===== config.mk =====
export PLATFORM = sky130hd
export DESIGN_NAME = adc_sample_fifo
export DESIGN_NICKNAME = d
export VERILOG_FILES = /design/src/rtl/adc_sample_fifo.sv
export SDC_FILE = /design/constraint.sdc
export NUM_CORES = 1
export LEC_CHECK = 0
export CAP_MARGIN = 10
export CORE_ASPECT_RATIO = 2
export CORE_UTILIZATION = 60
export CTS_BUF_LIST = sky130_fd_sc_hd__clkbuf_8
export DETAILED_ROUTE_END_ITERATION = 7
export PLACE_DENSITY = 0.91
export SYNTH_ARGS = -nofsm -noshare
export SYNTH_HDL_FRONTEND = slang
export SYNTH_SLANG_ARGS = --single-unit

===== constraint.sdc =====
create_clock -name clk -period 9.9 [get_ports clk]
set_input_delay 0.99 -clock clk [delete_from_list [all_inputs] [get_ports clk]]
set_output_delay 0.99 -clock clk [all_outputs]
set_load 0.1 [all_outputs]

===== src/rtl/adc_sample_fifo.sv =====
// Captures ADC samples on in_irq into a first-word-fall-through FIFO with valid/ready output.
// Define ADC_FIFO_AVG_EN to push one truncated average per 2^AVG_LOG2 captured samples.
module adc_sample_fifo #(
  parameter int unsigned DW         = 12,
  parameter int unsigned DEPTH_LOG2 = 4,
  parameter int unsigned AVG_LOG2   = 2
) (
  input  logic                  clk,
  input  logic                  rst,
  input  logic [DW-1:0]         in_data,
  input  logic                  in_irq,
  output logic [DW-1:0]         out_data,
  output logic                  out_valid,
  input  logic                  out_ready,
  output logic [DEPTH_LOG2:0]   level,
  output logic                  overflow,
  input  logic                  clr_ovf
);

  localparam int unsigned DEPTH = 1 << DEPTH_LOG2;
  localparam int unsigned PW    = DEPTH_LOG2 + 1;

  logic [DW-1:0] mem [DEPTH];
  logic [PW-1:0] wr_ptr;
  logic [PW-1:0] rd_ptr;
  logic          push;
  logic [DW-1:0] push_data;
  logic          empty;
  logic          full;
  logic          pop;
  logic          wr_en;

`ifdef ADC_FIFO_AVG_EN
  localparam int unsigned AW = DW + AVG_LOG2;

  logic [AW-1:0]       acc;
  logic [AW-1:0]       acc_sum;
  logic [AVG_LOG2-1:0] cnt;

  assign acc_sum   = acc + AW'(in_data);
  assign push      = in_irq && (cnt == '1);
  assign push_data = DW'(acc_sum >> AVG_LOG2);

  // Accumulator restarts after every completed group, whether or not the push was accepted
  always_ff @(posedge clk or posedge rst) begin
    if (rst) begin
      acc <= '0;
      cnt <= '0;
    end else if (in_irq) begin
      if (cnt == '1) begin
        acc <= '0;
        cnt <= '0;
      end else begin
        acc <= acc_sum;
        cnt <= cnt + 1'b1;
      end
    end
  end
`else
  assign push      = in_irq;
  assign push_data = in_data;

  // AVG_LOG2 only matters when averaging is built in
  if (AVG_LOG2 > 0) begin : g_avg_disabled
  end
`endif

  assign empty     = (wr_ptr == rd_ptr);
  assign full      = (wr_ptr[PW-1] != rd_ptr[PW-1]) &&
                     (wr_ptr[PW-2:0] == rd_ptr[PW-2:0]);
  assign out_valid = !empty;
  assign pop       = out_valid && out_ready;
  // A pop in the same cycle frees the slot a full FIFO would otherwise reject
  assign wr_en     = push && (!full || pop);
  assign level     = wr_ptr - rd_ptr;
  assign out_data  = out_valid ? mem[rd_ptr[PW-2:0]] : '0;

  always_ff @(posedge clk) begin
    if (wr_en) mem[wr_ptr[PW-2:0]] <= push_data;
  end

  always_ff @(posedge clk or posedge rst) begin
    if (rst) begin
      wr_ptr <= '0;
      rd_ptr <= '0;
    end else begin
      if (wr_en) wr_ptr <= wr_ptr + 1'b1;
      if (pop)   rd_ptr <= rd_ptr + 1'b1;
    end
  end

  // Sticky drop flag; a new drop outranks a clear in the same cycle
  always_ff @(posedge clk or posedge rst) begin
    if (rst) begin
      overflow <= 1'b0;
    end else if (push && full && !pop) begin
      overflow <= 1'b1;
    end else if (clr_ovf) begin
      overflow <= 1'b0;
    end
  end

endmodule


==> results of run 1 <==
[flip-flops by register name, indices dropped and copies added (netlist names)]
signal and count:
mem 192, rd_ptr 5, wr_ptr 5, overflow 1
[worst max-delay path: cells and delay by family (launching register included)]
family | cells | cell delay (ps)
buffers and inverters | 3 | 2030
AND/OR/NAND/NOR | 2 | 720
AO/OA/AOI/OAI | 2 | 440
adder cells (fa/ha/maj) | 1 | 370
flip-flops | 1 | 340
[layer usage]
| metal | GRT usage (%) | vias to the layer above |
|---|---|---|
| met5 | 0 | - |
| met4 | 14.8 | 0 |
| met3 | 4.08 | 56 |
| met2 | 44.0 | 186 |
| met1 | 29.8 | 2090 |
| li1 | - | 1724 |
[metrics by stage]
stage / hold slack [ps] / instances / setup WS [ps] / instance area (um^2)
floorplan: 462 / 397 / 4320 / 8100
global placement: 478 / 579 / 5240 / 8690
detailed placement: 489 / 579 / 5000 / 8690
CTS: 498 / 620 / 4420 / 9100
global route: 519 / 620 / 4190 / 9100
finish: 497 / 620 / 4470 / 9100
[cells in the mapped netlist (all sizes together) (2+ instances only)]
library cell and number:
mux2i 12, edfxtp 192, nor3 6, and3 2, mux2 13, buf 13, nand3 3, o21ai 13
inv 10, xor2 2, nand2b 3, nand2 7, a21o 2, a21oi 13, clkbuf 7, nor2 13
nand4 2, ha 9, xnor2 10, mux4 47, dfrtp 11
[cells by family (layout without fill, tap and decap cells)]
| group | after synthesis | count (layout) | share of synthesized area (%) |
|---|---|---|---|
| flip-flops | 203 | 203 | 74.5 |
| XOR/XNOR | 12 | 12 | 1.30 |
| buffers and inverters | 30 | 101 | 1.65 |
| adder cells (fa/ha/maj) | 10 | 10 | 1.64 |
| multiplexers | 72 | 72 | 16.4 |
| AO/OA/AOI/OAI | 33 | 33 | 2.42 |
| AND/OR/NAND/NOR | 37 | 37 | 2.10 |
[layout by cell type, fill, tap and decap left out, types with 2 or more instances in the layout]
master and n:
edfxtp_1 192, mux4_2 47, clkdlybuf4s50_1 35, clkbuf_8 25, inv_1 15, buf_4 15
o21ai_0 13, mux2_2 13, a21oi_1 13, mux2i_1 12, xnor2_1 10, nor2_1 10
ha_1 9, dfrtp_1 9, nand2_1 7, clkinv_1 6, nor3_2 4, clkinv_2 4
nand2b_1 3, nand3_1 3, nor2_2 3, nand4_1 2, a21o_1 2, xor2_1 2
and3_1 2, nor3_1 2, dfrtp_2 2
[final cells by class]
| type | count | share of cell area, % |
|---|---|---|
| multi-input cells | 164 | 21.5 |
| flip-flops and latches | 203 | 66.4 |
| inverters | 10 | 0.412 |
| well taps | 152 | 2.09 |
| clock inverters | 16 | 0.756 |
| clock buffers | 25 | 3.78 |
| repair buffers | 50 | 5.09 |
[worst paths after layout]
check	start	end	slack (ps)	depth (start not counted)
min	wr_ptr[4]	wr_ptr[4]	500	1
max in group asynchronous	rst	rd_ptr[1]	8800	2
max reg2reg	rd_ptr[1]	mem[14][5]	6440	7
max	rd_ptr[1]	out_data[4]	4470	8
min reg2reg	wr_ptr[4]	wr_ptr[4]	500	1
min in group asynchronous	rst	rd_ptr[0]	770	2
==> impl_metrics.json, run 1 <==
{
  "sequential_share_of_the_synthesized_area_pct": 74.5,
  "die-height_um": 166,
  "final_nets": 481,
  "yosys_register_bits": 203,
  "post_cts.resized_instances": 0,
  "postCtsHoldBufs": 0,
  "met1_length_um": 5710,
  "routed_wl_met3_um": 988,
  "die_w_um": 84.2,
  "global_route.overflow_total": 0,
  "first_global_vias": 4393,
  "detail-route-antenna-nets": 0,
  "routed-via-count": 4056,
  "cts-root-buf": "clkbuf_8",
  "fin_setup_tns_ps": 0,
  "layout-drive-gt1-share_pct": 24.6,
  "timing.setup.critical_path_class": "flip-flop to output pin",
  "cts.sink_count": 203,
  "worst_hold_path_type": "flip-flop to flip-flop",
  "row_count": 59,
  "post_drt_via_cell_ratio": 6.54,
  "nFillCells": 744,
  "category_of_the_worst_setup_path_capture_point": "output pin",
  "critPathLaunchType": "flip-flop",
  "timing_max_transition_violations_final": 0,
  "met2_length_um": 8920,
  "cts_tree": "built",
  "critical_path_peak_fanout": 50,
  "ctsLongestPathBuffers": 3,
  "core_area_um2": 13100,
  "gp_congestion": 0.824,
  "synth_largest_area_cell": "edfxtp_1",
  "cts.reportedPaths.clkPinSlew_ps": 70,
  "worst_clock_skew_ps": 13.6,
  "outcome": "complete, but fails checks",
  "synth_warnings": 0,
  "utilization_after_layout_pct": 69.7,
  "grt_use_total_pct": 25.4,
  "route.final.wire_length_um": 16500,
  "layout_min_cycle_time_ps": 5430,
  "synth.top_cells.by_area": "edfxtp_1, mux4_2, dfrtp_1",
  "fp.dieArea_um2": 14000,
  "syn_inst_count": 397,
  "area_occupied_by_registers_um2": 6040,
  "h-tree-depth": 1,
  "maximum_clock_frequency_mhz": 184,
  "max_stage_delay_ps": 1160,
  "antennaDiodeCount": 0,
  "placement.io_buffers": 35,
  "synth_top_area_share_pct": 71.1,
  "detail_route.wl_per_cell_um": 26.6,
  "syn_area_um2": 8100,
  "antenna_violations_before_repair": 0,
  "worst_ep_arrival_time_ps": 4440,
  "area.growth.synth_to_final_pct": 12.3,
  "detailedRoute.firstIterationViolations": 306,
  "critical_path.cell_chain": "buf_4 > inv_1 > ha_1 > nand4_1 > nand2b_1 > o21ai_0 > a21oi_1 > clkdlybuf4s50_1",
  "floorplan.io_pins": 36,
  "synth_cell_types": 30,
  "detail_route.drc_violations": 11,
  "grt_first_pass_wirelength_um": 25500,
  "detail_route.first_pass.iterations": 6,
  "violations": "DRC",
  "initial_utilization_pct": 62.0,
  "worst-endpoint-required_ps": 8910,
  "mappedNetlistNets": 424,
  "ys_dominant_reg_cell": "edfxtp_1",
  "rsz0062_at_grt": "no",
  "slew_headroom_pct": 31.5,
  "multi_input_area_um2": 1960,
  "setup_viol_count_final": 0,
  "dp.final_hpwl_um": 10400,
  "finalCritPeriodShare_pct": 54.8,
  "tritoncts.num_buffers": 25,
  "topRoutingLayerUsed": "met4",
  "maxCapViolCount": 0,
  "synth-edff-count": 192,
  "timing.critical_path.slowest_stage_cell": "clkdlybuf4s50_1",
  "postSynth.asyncResetShare_pct": 5.42,
  "post_cts.repair.setup_buffers": 0,
  "later_pin_clock_latency_in_the_skew_report_ps": 530,
  "synthesis.area_per_instance_um2": 20.4,
  "final_hold_violations": 0,
  "largest_net_degree_at_the_start_of_global_routing": 51,
  "max_slew.worst_pin.slew_ps": 1030
}
Power of run 1 is left out: the tool's default activity adds up to more than one toggle a clock period on the data nets, which glitch-free logic cannot reach.
==> run 2, diff against run 1 <==
Clock period 9.9 ns to 5 ns, I/O delays scaled along.
==> run 2 against run 1 <==
Against the previous run:
- the flow still finishes with violations (DRC)
- critical path depth is 1 lower
- cell count grew 0.97%
- register-to-register slack got worse by 4800 ps
- non-clock buffer count increased by 1
- final area increased by 0.23%
- utilization grew 0.16 points
- wire length shrank 7.4%
- highest routed layer unchanged
==> impl_metrics.json, run 2 (synthesis results as in run 1) <==
{
  "outcome": "complete, but fails checks",
  "violations": "DRC",
  "placement.io_buffers": 35,
  "tritoncts.num_buffers": 25,
  "detail-route-antenna-nets": 0,
  "setup_viol_count_final": 0,
  "layout-drive-gt1-share_pct": 29.5,
  "routed-via-count": 3877,
  "grt_use_total_pct": 23.3,
  "dp.final_hpwl_um": 10000,
  "critical_path_peak_fanout": 18,
  "detailedRoute.firstIterationViolations": 332,
  "gp_congestion": 0.931,
  "worst_ep_arrival_time_ps": 3460,
  "post_cts.repair.setup_buffers": 0,
  "largest_net_degree_at_the_start_of_global_routing": 50,
  "worst_clock_skew_ps": 18.3,
  "maxCapViolCount": 0,
  "max_slew.worst_pin.slew_ps": 1200,
  "detail_route.wl_per_cell_um": 24.4,
  "fp.dieArea_um2": 14000,
  "largest_reg_flops": 192,
  "core_area_um2": 13100,
  "critPathLaunchType": "flip-flop",
  "maximum_clock_frequency_mhz": 252,
  "antenna_violations_before_repair": 0,
  "ctsLongestPathBuffers": 3,
  "floorplan.io_pins": 36,
  "die-height_um": 166,
  "detailedPlace.worstSlack_ps": 1600,
  "post_drt_via_cell_ratio": 6.19,
  "fin_setup_tns_ps": 0,
  "detail_route.first_pass.iterations": 7,
  "row_count": 59,
  "post_cts.resized_instances": 0,
  "layout_min_cycle_time_ps": 3960,
  "route.final.wire_length_um": 15300,
  "postCtsHoldBufs": 0,
  "finalCritPeriodShare_pct": 79.3,
  "worst-endpoint-required_ps": 4500,
  "detail_route.drc_violations": 2,
  "mostFrequentLayoutCells": "edfxtp_1, mux4_2, buf_4, clkbuf_8",
  "grt_first_pass_wirelength_um": 23900,
  "slew_headroom_pct": 19.8,
  "antennaDiodeCount": 0,
  "final_critical_path_setup_slack_ps": 1040,
  "first_global_vias": 4195,
  "cts.sink_count": 203,
  "layout.cells.most_common": "edfxtp_1",
  "h-tree-depth": 1,
  "later_pin_clock_latency_in_the_skew_report_ps": 530,
  "global_route.overflow_total": 0,
  "cts-root-buf": "clkbuf_8",
  "initial_utilization_pct": 62.0,
  "final_nets": 482,
  "final_hold_violations": 0,
  "die_w_um": 84.2,
  "rsz0062_at_grt": "no",
  "worst_hold_path_type": "primary input to asynchronous set/reset pin",
  "timing.setup.critical_path_class": "flip-flop to output pin",
  "area.growth.synth_to_final_pct": 12.6,
  "category_of_the_worst_setup_path_capture_point": "output pin",
  "cts_tree": "built",
  "timing_max_transition_violations_final": 0,
  "cts.reportedPaths.clkPinSlew_ps": 80
}
-- run 2: path summary, 6_finish.rpt --
check                      slack [ps]  cells after the start           to       from
max                              1040                      7  out_data[8]  rd_ptr[3]
min                               280                      2    wr_ptr[0]        rst
max reg2reg                      1630                      6    mem[0][9]  rd_ptr[3]
min reg2reg                       500                      1    wr_ptr[4]  wr_ptr[4]
max in group asynchronous        4370                      2    rd_ptr[0]        rst
min in group clk                  500                      1    wr_ptr[4]  wr_ptr[4]
-- run 2: layer usage --
| metal | share of wire, % | track usage (%) | vias to the layer above |
|---|---|---|---|
| li1 | - | - | 1723 |
| met1 | 35 | 27.9 | 1981 |
| met5 | 0 | 0 | - |
| met4 | 2.8 | 10.2 | 0 |
| met2 | 56 | 41.8 | 138 |
| met3 | 6.0 | 3.43 | 35 |
-- run 2: critical path, stage by stage (launching register included) --
cell and delay (ps):
dfrtp_1 400, inv_1 550, ha_1 400, nand4_1 190, nand2b_1 660, o21ai_0 270
a21oi_2 160, buf_4 300
-- run 2: layout make-up --
type	instances	area [um^2]
Multi-Input combinational cell	164	1980
Clock inverter	21	93.8
Sequential cell	203	6040
Timing Repair Buffer	51	433
Tap cell	152	190
Fill cell	758	3940
Inverter	10	37.5
Clock buffer	25	344
-- run 2: metrics by stage --
stage | std cells | area, um^2 | util [%] | hold WS [ps]
after floorplan | 397 | 8140 | - | 352
after global placement | 580 | 8690 | 66.5 | 476
after detailed placement | 580 | 8690 | 66.5 | 485
after CTS | 626 | 9130 | 69.8 | 279
after global routing | 626 | 9130 | 69.8 | 310
final | 626 | 9130 | 69.8 | 282
Power of run 2 is left out for the same reason.
==> run 3, diff against run 2 <==
Clock period 5 ns to 3.9 ns, I/O delays scaled along.
==> run 3 against run 2 <==
Against the previous run:
- the run still ends with DRC left
- clock skew increased by 1.3 ps
- largest cell class unchanged
- register-to-register slack lost 540 ps
- wire length is 9.4% higher
- flip-flop and latch count stayed put
==> impl_metrics.json, run 3 (synthesis results as in run 1) <==
{
  "timing_max_transition_violations_final": 0,
  "detail_route.first_pass.iterations": 7,
  "slew_headroom_pct": 35.7,
  "first_global_vias": 4259,
  "setup_slack_reg_to_reg_ps": 1090,
  "area.growth.synth_to_final_pct": 15.7,
  "critical_path_peak_fanout": 13,
  "fin_setup_tns_ps": 0,
  "r2r_start": "rd_ptr[3]",
  "global_route.overflow_total": 0,
  "detail-route-antenna-nets": 0,
  "detail_route.wl_per_cell_um": 26.3,
  "outcome": "complete, but fails checks",
  "largest_reg_flops": 192,
  "area_occupied_by_registers_um2": 6040,
  "floorplan.io_pins": 36,
  "cts-root-buf": "clkbuf_8",
  "category_of_the_worst_setup_path_capture_point": "output pin",
  "multi_input_area_um2": 1980,
  "setup_viol_count_final": 0,
  "final_nets": 491,
  "critical_path.reg2reg.endpoint": "mem[9][5]",
  "post_cts.resized_instances": 0,
  "die-height_um": 166,
  "grt_util_met1_pct": 31.2,
  "layout.cells.most_common": "edfxtp_1",
  "launch_point_of_the_critical_path": "rd_ptr[3]",
  "fp.dieArea_um2": 14000,
  "route.final.wire_length_um": 16700,
  "mostFrequentLayoutCells": "edfxtp_1, mux4_2, clkbuf_8, buf_4, inv_1",
  "maximum_clock_frequency_mhz": 293,
  "detail_route.drc_violations": 2,
  "global_route.usage.met2_pct": 43.8,
  "tritoncts.num_buffers": 27,
  "dp.final_hpwl_um": 10400,
  "h-tree-depth": 1,
  "grt_first_pass_wirelength_um": 25300,
  "gp_congestion": 0.814,
  "antenna_violations_before_repair": 0,
  "placement.io_buffers": 35,
  "final_hold_violations": 0,
  "timing.critical_path.to": "out_data[7]",
  "ctsLongestPathBuffers": 3,
  "antennaDiodeCount": 0,
  "timing.setup.critical_path_class": "flip-flop to output pin",
  "grt_use_total_pct": 25.1,
  "nFillCells": 732,
  "later_pin_clock_latency_in_the_skew_report_ps": 560,
  "maxCapViolCount": 0,
  "core_area_um2": 13100,
  "r2r.worst_path.cells": 8,
  "fraction_of_met3_tracks_used_by_global_routing_pct": 4.03,
  "cts_tree": "built",
  "worst_ep_arrival_time_ps": 3020,
  "violations": "DRC",
  "grt-busiest-layer": "met2",
  "die_w_um": 84.2,
  "initial_utilization_pct": 62.0,
  "worst_hold_path_type": "primary input to asynchronous set/reset pin",
  "worst-endpoint-required_ps": 3510,
  "cts.sink_count": 203,
  "cts.reportedPaths.clkPinSlew_ps": 70,
  "worst_clock_skew_ps": 19.6,
  "postCtsHoldBufs": 0,
  "max_slew.worst_pin.slew_ps": 961,
  "layout_min_cycle_time_ps": 3410,
  "routed-via-count": 4065,
  "post_drt_via_cell_ratio": 6.40,
  "largest_net_degree_at_the_start_of_global_routing": 50,
  "critPathLaunchType": "flip-flop",
  "rsz0062_at_grt": "no",
  "layout-drive-gt1-share_pct": 30.8,
  "row_count": 59,
  "detailedRoute.firstIterationViolations": 354,
  "post_cts.repair.setup_buffers": 0,
  "finalCritPeriodShare_pct": 87.5
}
## run 3: cell count changes in the layout (fill, tap and decap cells not counted), moves of 2 or more
| cell | change |
|---|---|
| buf_12 | +14 |
| buf_4 | -4 |
| clkinv_1 | +4 |
| clkdlybuf4s50_1 | -3 |
| clkinv_2 | -3 |
| clkbuf_8 | +2 |
## run 3: layout make-up
| class | instances | area share (%) |
|---|---|---|
| Clock inverter | 21 | 1.00 |
| Multi-Input combinational cell | 164 | 21.2 |
| Timing Repair Buffer | 58 | 6.97 |
| Inverter | 10 | 0.400 |
| Tap cell | 152 | 2.03 |
| Clock buffer | 27 | 3.96 |
| Sequential cell | 203 | 64.5 |
## run 3: stage by stage
step / hold WS [ps] / cells / util (%) / worst slack [ps] / instance area, um^2
after CTS: 125 / 635 / 71.7 / 433 / 9370
final: 131 / 635 / 71.7 / 486 / 9370
after global placement: 482 / 587 / 68.2 / 1100 / 8910
after global routing: 166 / 635 / 71.7 / 346 / 9370
after detailed placement: 488 / 587 / 68.2 / 1020 / 8910
after floorplan: 242 / 397 / - / 16.3 / 8140
## run 3: worst min-delay path by stage
stage	start	to	slack (ps)	depth (start not counted)
floorplan	rst	overflow	240	1
global placement	wr_ptr[4]	wr_ptr[4]	480	1
detailed placement	wr_ptr[4]	wr_ptr[4]	490	1
CTS	rst	wr_ptr[4]	120	2
global route	rst	wr_ptr[4]	170	2
finish	rst	wr_ptr[4]	130	2
## run 3: metal layers
metal  up-vias  wire length [um]
li1       1742                 -
met1      2098              5900
met2       180              9100
met3        45              1130
met4         0               574
met5         -                 0
## run 3: worst max-delay path, cell delays in order (launching register included)
cell and delay, ps:
dfrtp_1 380, inv_1 50, buf_4 280, ha_1 330, nand4_1 180, nand2b_1 330
buf_4 310, o21ai_0 170, a21oi_2 230, buf_12 210
Power of run 3 is left out for the same reason.
